`config.mk`:
```
export PLATFORM = sky130hd
export DESIGN_NAME = knn_vote
export DESIGN_NICKNAME = d
export VERILOG_FILES = /design/src/rtl/knn_vote.sv
export SDC_FILE = /design/constraint.sdc
export NUM_CORES = 1
export LEC_CHECK = 0
export CORE_UTILIZATION = 51
export CTS_CLUSTER_SIZE = 20
export DETAILED_ROUTE_END_ITERATION = 7
export GPL_ROUTABILITY_DRIVEN = 0
export GPL_TIMING_DRIVEN = 0
export PLACE_DENSITY_LB_ADDON = 0.05
export REMOVE_ABC_BUFFERS = 1
export SLEW_MARGIN = 5
export SYNTH_ARGS = -nofsm -noshare
export SYNTH_HDL_FRONTEND = slang
export SYNTH_SLANG_ARGS = --single-unit
```
`constraint.sdc`:
```
create_clock -name clk -period 2.6 [get_ports clk]
set_input_delay 0.52 -clock clk [delete_from_list [all_inputs] [get_ports clk]]
set_output_delay 0.52 -clock clk [all_outputs]
set_load 0.005 [all_outputs]
```
`src/rtl/knn_vote.sv`:
```
// knn_vote: majority-vote stage after the KNN distance sorter.
// Counts class votes among the first K entries of each sorted frame, discards
// the rest of the frame, then scans the counters (one class per cycle) and
// presents the winning class on a valid/ready output.
//
// Ports:
//   clk, rst     rising-edge clock, synchronous active-high reset
//   in_valid     input entry valid
//   in_ready     block accepts input (registered)
//   in_dist      entry distance, sorted ascending
//   in_label     entry class label
//   in_last      final entry of the frame
//   out_valid    result valid (registered)
//   out_ready    consumer accepts result
//   out_class    winning class (lowest index wins ties)
//   out_count    votes of the winning class (0 = no decision)
//   out_nearest  distance of the rank-0 entry of the frame
module knn_vote #(
    parameter int unsigned K           = 5,
    parameter int unsigned N           = 64,
    parameter int unsigned NUM_CLASSES = 3,
    parameter int unsigned LABEL_W     = 2,
    parameter int unsigned DIST_W      = 16,
    parameter int unsigned CNT_W       = $clog2(K + 1)
) (
    input  logic               clk,
    input  logic               rst,
    input  logic               in_valid,
    output logic               in_ready,
    input  logic [DIST_W-1:0]  in_dist,
    input  logic [LABEL_W-1:0] in_label,
    input  logic               in_last,
    output logic               out_valid,
    input  logic               out_ready,
    output logic [LABEL_W-1:0] out_class,
    output logic [CNT_W-1:0]   out_count,
    output logic [DIST_W-1:0]  out_nearest
);

    localparam int unsigned RANK_W = (N > 1) ? $clog2(N) : 1;

    typedef enum logic [1:0] {
        COLLECT = 2'd0,
        SKIP    = 2'd1,
        VOTE    = 2'd2,
        DONE    = 2'd3
    } state_t;

    state_t               state;
    state_t               state_next;
    logic                 in_ready_d;
    logic                 out_valid_d;

    logic [RANK_W-1:0]    rank;
    logic [CNT_W-1:0]     count [NUM_CLASSES];
    logic [DIST_W-1:0]    nearest;
    logic [LABEL_W-1:0]   best_class;
    logic [CNT_W-1:0]     best_count;
    logic [LABEL_W-1:0]   scan;

    logic                 in_fire;
    logic                 out_fire;
    logic                 frame_end;
    logic                 label_ok;

    assign in_fire   = in_valid && in_ready;
    assign out_fire  = out_valid && out_ready;
    // Rank N-1 closes the frame even when upstream never flags in_last.
    assign frame_end = in_last || (rank == RANK_W'(N - 1));
    assign label_ok  = (32'(in_label) < NUM_CLASSES);

    // Next-state and registered-output decode
    always_comb begin
        state_next  = state;
        in_ready_d  = 1'b0;
        out_valid_d = 1'b0;
        case (state)
            COLLECT: begin
                if (in_fire) begin
                    if (frame_end) begin
                        state_next = VOTE;
                    end else if (rank == RANK_W'(K - 1)) begin
                        state_next = SKIP;
                    end
                end
            end
            SKIP: begin
                if (in_fire && frame_end) begin
                    state_next = VOTE;
                end
            end
            VOTE: begin
                if (scan == LABEL_W'(NUM_CLASSES - 1)) begin
                    state_next = DONE;
                end
            end
            DONE: begin
                if (out_fire) begin
                    state_next = COLLECT;
                end
            end
            default: state_next = COLLECT;
        endcase
        in_ready_d  = (state_next == COLLECT) || (state_next == SKIP);
        out_valid_d = (state_next == DONE);
    end

    // State register; handshake flags follow the next state so they never
    // depend combinationally on inputs.
    always_ff @(posedge clk) begin
        if (rst) begin
            state     <= COLLECT;
            in_ready  <= 1'b0;
            out_valid <= 1'b0;
        end else begin
            state     <= state_next;
            in_ready  <= in_ready_d;
            out_valid <= out_valid_d;
        end
    end

    // Vote counters, rank, nearest distance and running best
    always_ff @(posedge clk) begin
        if (rst) begin
            rank       <= '0;
            nearest    <= '0;
            best_class <= '0;
            best_count <= '0;
            scan       <= '0;
            for (int i = 0; i < int'(NUM_CLASSES); i++) begin
                count[i] <= '0;
            end
        end else begin
            case (state)
                COLLECT: begin
                    if (in_fire) begin
                        rank <= rank + RANK_W'(1);
                        if (rank == '0) begin
                            nearest <= in_dist;
                        end
                        // Out-of-range labels use up a rank but do not vote.
                        if (label_ok && (count[in_label] != CNT_W'(K))) begin
                            count[in_label] <= count[in_label] + CNT_W'(1);
                        end
                    end
                end
                SKIP: begin
                    if (in_fire) begin
                        rank <= rank + RANK_W'(1);
                    end
                end
                VOTE: begin
                    // Strict compare keeps the lowest class index on ties.
                    if (count[scan] > best_count) begin
                        best_class <= scan;
                        best_count <= count[scan];
                    end
                    scan <= scan + LABEL_W'(1);
                end
                DONE: begin
                    if (out_fire) begin
                        rank       <= '0;
                        nearest    <= '0;
                        best_class <= '0;
                        best_count <= '0;
                        scan       <= '0;
                        for (int i = 0; i < int'(NUM_CLASSES); i++) begin
                            count[i] <= '0;
                        end
                    end
                end
                default: ;
            endcase
        end
    end

    assign out_class   = best_class;
    assign out_count   = best_count;
    assign out_nearest = nearest;

endmodule

```
==> impl_metrics.py, run 1 <==
metrics = {
    "route": {
        "wire_per_inst_um": 14.4,
        "dr_total_vias": 1714,
        "drc_errors": 0,
        "drtAntennaViolNets": 0,
        "routed_via_density": 5.37,
        "drtIter0Drc": 125,
        "wirelength_um": 4590,
        "firstDrtPassIters": 4,
    },
    "timing": {
        "fin_crit_sh": 0.949,
        "fmax_mhz": 405,
        "period_minus_slack_ns": 2.47,
        "setup_viol_count_final": 0,
        "rsz0062_at_grt": "false",
        "max_slew_margin": 0.418,
        "fin_skew_ns": 0.00821,
        "slew_violations": 0,
        "worstMarginPinSlew_ns": 0.867,
        "hold_viol_final": 0,
    },
    "floorplanning": {
        "dieArea_um2": 4740,
        "coreArea_um2": 4140,
        "initial_utilization": 0.550,
        "die_y_um": 68.9,
        "rows": 23,
        "die_x_um": 68.9,
        "pin_count": 46,
    },
    "finish": {
        "diodes": 0,
        "multi_input_area_um2": 1110,
        "layout.nets": 299,
        "finalInstanceArea_um2": 2840,
        "fill_cells": 346,
        "drive_gt1_frac": 0.160,
        "areaGrowthSynthToFinish_pct": 24.5,
        "seq_area_um2": 1060,
    },
    "clocking": {
        "clockBufferDepth": 2,
        "cts_hold_buf": 0,
        "cts_tree": "yes",
        "cts.sinks": 47,
        "numCtsBuffers": 5,
        "cts_root_buf": "clkbuf_8",
        "worstSkewPairLatency_ns": 0.30,
        "clk_pin_slew_worst_paths_ns": 0.08,
        "htree_num_levels": 2,
    },
    "setup_path": {
        "required_ns": 2.61,
        "cp_data_arrival_time_ns": 2.48,
        "worst_r2r_path_depth": 6,
        "r2r_end": "out_count[2]",
        "cp-end-kind": "flip-flop",
        "r2r_setup_slack_ns": 0.33,
        "crit_fanout": 6,
        "crit_type": "in -> reg",
        "crit_path_start_kind": "primary input",
    },
    "synthesis": {
        "syn_area_um2": 2280,
        "syn_area_per_cell_um2": 10.4,
        "synth_edf_count": 12,
        "ys_top_cells_by_area": "dfxtp_1 31%, edfxtp_1 16%, mux4_2 5.9%, ha_1 4.4%, nand3_2 4.4%",
        "yosys_register_bits": 47,
        "yosysMostFrequentCell": "dfxtp_1",
        "netlist_instances": 220,
        "async_flop_share": 0,
        "yosys.cell_types.count": 43,
        "ys_warn_count": 0,
        "synth_flop_cell": "dfxtp_1",
        "yosysSeqAreaShare": 0.465,
        "synth_top_area_frac": 0.307,
        "synthTopCellsByCount": "35 x dfxtp_1, 26 x nand2_1, 21 x nor2_1, 15 x nand3_1, 14 x a21oi_1",
        "synth_top_cell_by_area": "dfxtp_1",
    },
    "power": {
        "totalPowerFinal_mw": 1.44,
        "intPower_mw": 1.08,
        "clkPwrFrac": 0.291,
        "leakage_nw": 0.985,
        "vdd_ir_drop_max_mv": 0.426,
        "power_switching_mw": 0.363,
        "p_comb_frac": 0.150,
        "power_frac_seq": 0.559,
        "sw_frac_of_total": 0.252,
        "p_per_area_nw_per_um2": 508,
    },
    "grt": {
        "grt.busiest_layer": "met2",
        "grt_util_met3": 0.0592,
        "grt_pass1_vias": 1656,
        "grt.met1_usage": 0.280,
        "grt_remaining_overflow": 0,
        "antenna_found_initial": 0,
        "grt_usage": 0.227,
        "grt_pass1_wl_um": 7670,
        "grtUsageMet2": 0.368,
        "grt_max_degree": 32,
    },
    "outcome": {
        "outcome": "complete, no violations",
    },
    "hold_path": {
        "hold_depth": 2,
        "hp-class": "reg -> reg",
        "min_delay_worst_endpoint": "out_nearest[10]",
        "hold_start": "out_nearest[10]",
    },
    "job": {
        "cap_viol_max_count": 0,
    },
    "place": {
        "dpl.hpwl_um": 3210,
        "place_area_um2": 2730,
        "portBuffers": 45,
    },
}
[registers in the layout, indices dropped and copies added, names as in the netlist, named ones only]
register and count:
out_nearest 16, count 12, rank 6, out_count 3, out_class 2, scan 2
state 2, in_ready 1, out_valid 1
[final cells by class]
| class | count | area share |
|---|---|---|
| timing repair buffer | 50 | 0.172 |
| multi-input combinational | 154 | 0.390 |
| clock buffer | 6 | 0.0256 |
| inverter | 10 | 0.0132 |
| clock inverter | 2 | 0.00264 |
| sequential | 47 | 0.374 |
| tap | 50 | 0.0220 |
[power by group through the flow]
stage	registers [mW]	logic, mW	clock network [mW]
finish	0.806	0.217	0.419
detailed placement	0.823	0.214	0
CTS	0.806	0.214	0.435
global route	0.811	0.240	0.460
global placement	0.821	0.212	0
floorplan	0.818	0.114	0
[critical path, cell delays in order]
cell and delay, ns:
clkdlybuf4s50_1 0.58, mux4_2 0.37, ha_1 0.25, a2111oi_4 0.34, nand3b_1 0.22, nand2_1 0.19
[placed cells by master, fill, tap and decap left out, types with 10 or more instances in the layout]
cell | netlist | routed
nand3_2 | 10 | 10
nand2_1 | 26 | 26
nor2_1 | 21 | 21
clkdlybuf4s50_1 | 0 | 43
a21oi_2 | 10 | 10
nand3_1 | 15 | 15
inv_1 | 10 | 10
a21oi_1 | 14 | 14
dfxtp_1 | 35 | 35
edfxtp_1 | 12 | 12
[metrics by stage]
stage	setup WS [ns]	hold slack (ns)	util	std cells	TNS, ns
2_1_floorplan	0.361	0.454	-	211	0
3_3_place_gp	-0.657	0.452	0.656	306	-17.29
3_5_place_dp	-0.522	0.457	0.659	307	-7.44
4_1_cts	0.0758	0.468	0.678	315	0
5_1_grt	0.0360	0.484	0.685	319	0
6_report	0.133	0.466	0.685	319	0
[layer usage]
layer	part of all wire	vias up	routed length, um
li1	-	878	-
met1	0.48	799	2190
met2	0.47	32	2170
met3	0.036	5	167
met4	0.015	0	69
met5	0	-	0
[cells by family after synthesis]
family                   synth area share
flip-flops                          0.465
AND/OR/NAND/NOR                     0.222
multiplexers                       0.0593
XOR/XNOR                           0.0192
AO/OA/AOI/OAI                       0.137
other                             0.00164
adder cells (fa/ha/maj)            0.0439
buffers and inverters              0.0516
[worst max path at each step]
stage | to | cells after the start | slack, ns | from
after floorplan | count[1][0] | 5 | 0.36 | in_label[0]
after global placement | count[0][0] | 4 | -0.66 | out_ready
after detailed placement | count[2][0] | 6 | -0.52 | in_label[0]
after CTS | count[2][0] | 6 | 0.08 | in_label[1]
after global routing | count[1][0] | 6 | 0.04 | in_label[1]
final | count[2][1] | 6 | 0.13 | in_label[1]
[timing repair]
action | CTS | global route
gates resized for setup | 1 | 0
pin swaps | 0 | 0
endpoints found under the setup margin | 9 | 9
setup buffers | 0 | 4
Power figures use the tool's default switching activity.
==> run 2: changes to the inputs <==
REMOVE_ABC_BUFFERS = not set   (was 1)
==> impl_metrics.py, run 2 (synthesis results as in run 1) <==
metrics = {
    "timing": {
        "slew_violations": 0,
        "rsz0062_at_grt": "false",
        "setup_tns_ns": 0,
        "worstMarginPinSlew_ns": 0.635,
        "whs_ns": 0.464,
        "setup_viol_count_final": 0,
        "fmax_mhz": 439,
        "max_slew_margin": 0.577,
        "fin_crit_sh": 0.876,
        "period_minus_slack_ns": 2.28,
        "fin_skew_ns": 0.00592,
        "hold_viol_final": 0,
    },
    "power": {
        "power_frac_seq": 0.553,
        "p_comb_frac": 0.158,
        "power_switching_mw": 0.356,
        "clkPwrFrac": 0.289,
        "p_per_area_nw_per_um2": 502,
        "sw_frac_of_total": 0.246,
        "vdd_ir_drop_max_mv": 0.451,
        "leakage_nw": 1.02,
        "intPower_mw": 1.09,
    },
    "finish": {
        "layout_common_cells": "43 x clkdlybuf4s50_1, 35 x dfxtp_1, 26 x nand2_1",
        "final_cell_count_no_fill": 326,
        "areaGrowthSynthToFinish_pct": 26.7,
        "layout.nets": 306,
        "diodes": 0,
        "layout_commonest_cell": "clkdlybuf4s50_1",
        "largest_reg_flops": 16,
        "drive_gt1_frac": 0.167,
    },
    "floorplanning": {
        "coreArea_um2": 4140,
        "die_y_um": 68.9,
        "initial_utilization": 0.550,
        "pin_count": 46,
        "die_x_um": 68.9,
        "dieArea_um2": 4740,
        "rows": 23,
    },
    "grt": {
        "grt_pass1_wl_um": 7090,
        "antenna_found_initial": 0,
        "grt_util_met3": 0.0543,
        "grtUsageMet2": 0.341,
        "grt_remaining_overflow": 0,
        "grt_pass1_vias": 1588,
        "grt.met1_usage": 0.262,
        "grt.busiest_layer": "met2",
        "grt_usage": 0.207,
        "grt_max_degree": 14,
    },
    "clocking": {
        "clk_pin_slew_worst_paths_ns": 0.08,
        "clockBufferDepth": 2,
        "htree_num_levels": 2,
        "worstSkewPairLatency_ns": 0.29,
        "cts_tree": "yes",
        "cts_hold_buf": 0,
        "cts_root_buf": "clkbuf_8",
        "numCtsBuffers": 5,
        "cts.sinks": 47,
    },
    "setup_path": {
        "crit_path_start_kind": "primary input",
        "cp-end-kind": "flip-flop",
        "crit_fanout": 6,
        "crit_type": "in -> reg",
        "required_ns": 2.61,
        "cp_data_arrival_time_ns": 2.29,
        "worst_r2r_path_depth": 6,
        "crit_slowest_cell": "mux4_2",
        "cpPeakStageDelay_ns": 0.59,
        "path_cells": "clkbuf_2 > mux4_2 > ha_1 > a2111oi_4 > nand3b_1 > nand2_1",
    },
    "route": {
        "routed_via_density": 5.43,
        "wirelength_um": 4440,
        "drc_errors": 0,
        "drtAntennaViolNets": 0,
        "firstDrtPassIters": 4,
        "wire_per_inst_um": 13.6,
        "drtIter0Drc": 79,
        "dr_total_vias": 1769,
    },
    "hold_path": {
        "hold_depth": 2,
        "hp-class": "reg -> reg",
    },
    "place": {
        "dp.cells": 316,
        "dpl.hpwl_um": 3320,
        "portBuffers": 44,
    },
    "outcome": {
        "outcome": "complete, no violations",
    },
    "job": {
        "cap_viol_max_count": 0,
    },
}
==> run 2: power by group through the flow <==
stage                     Clock, mW  Sequential (mW)  Combinational [mW]
after floorplan                   0            0.817               0.133
after global placement            0            0.819               0.224
after detailed placement          0            0.820               0.227
after CTS                     0.436            0.803               0.229
after global routing          0.466            0.808               0.252
final                         0.419            0.802               0.229
==> run 2: stage by stage <==
stage | power (mW) | setup WS (ns) | utilization | area (um^2)
floorplan | 0.950 | 0.166 | - | 2290
global placement | 1.04 | -0.307 | 0.673 | 2790
detailed placement | 1.05 | -0.323 | 0.673 | 2790
CTS | 1.47 | 0.00870 | 0.693 | 2870
global route | 1.53 | 0.198 | 0.697 | 2890
finish | 1.45 | 0.323 | 0.697 | 2890
==> run 2: metal layers <==
layer	wire (um)	vias to the layer above	part of all wire
li1	-	893	-
met1	2070	833	0.47
met2	2150	41	0.48
met3	185	2	0.042
met4	32	0	0.0072
met5	0	-	0
==> run 2: worst paths after layout <==
kind / from / end / slack (ns)
worst max-delay path: in_label[0] / count[2][0] / 0.32
worst min-delay path: out_nearest[9] / out_nearest[9] / 0.46
worst max register to register: flip-flop / out_class[1] / 0.33
worst min register to register: out_nearest[9] / out_nearest[9] / 0.46
==> run 2: area by class of cell <==
type                            count  area [um^2]
Buffer                             11         80.1
Clock buffer                        8         80.1
Fill cell                         362         1260
Inverter                           10         37.5
Multi-Input combinational cell    154         1110
Sequential cell                    47         1060
Tap cell                           50         62.6
Timing Repair Buffer               46          458
==> run 2: worst max-delay path: cells and delay by family <==
kind                     cells  cell delay, ns
AND/OR/NAND/NOR              2            0.37
adder cells (fa/ha/maj)      1            0.26
multiplexers                 1            0.59
AO/OA/AOI/OAI                1            0.36
buffers and inverters        1            0.17
==> run 2: what timing repair did <==
action / in CTS / in global routing
resized for setup: 0 / 1
setup endpoints to repair: 0 / 6
buffers inserted: 0 / 2
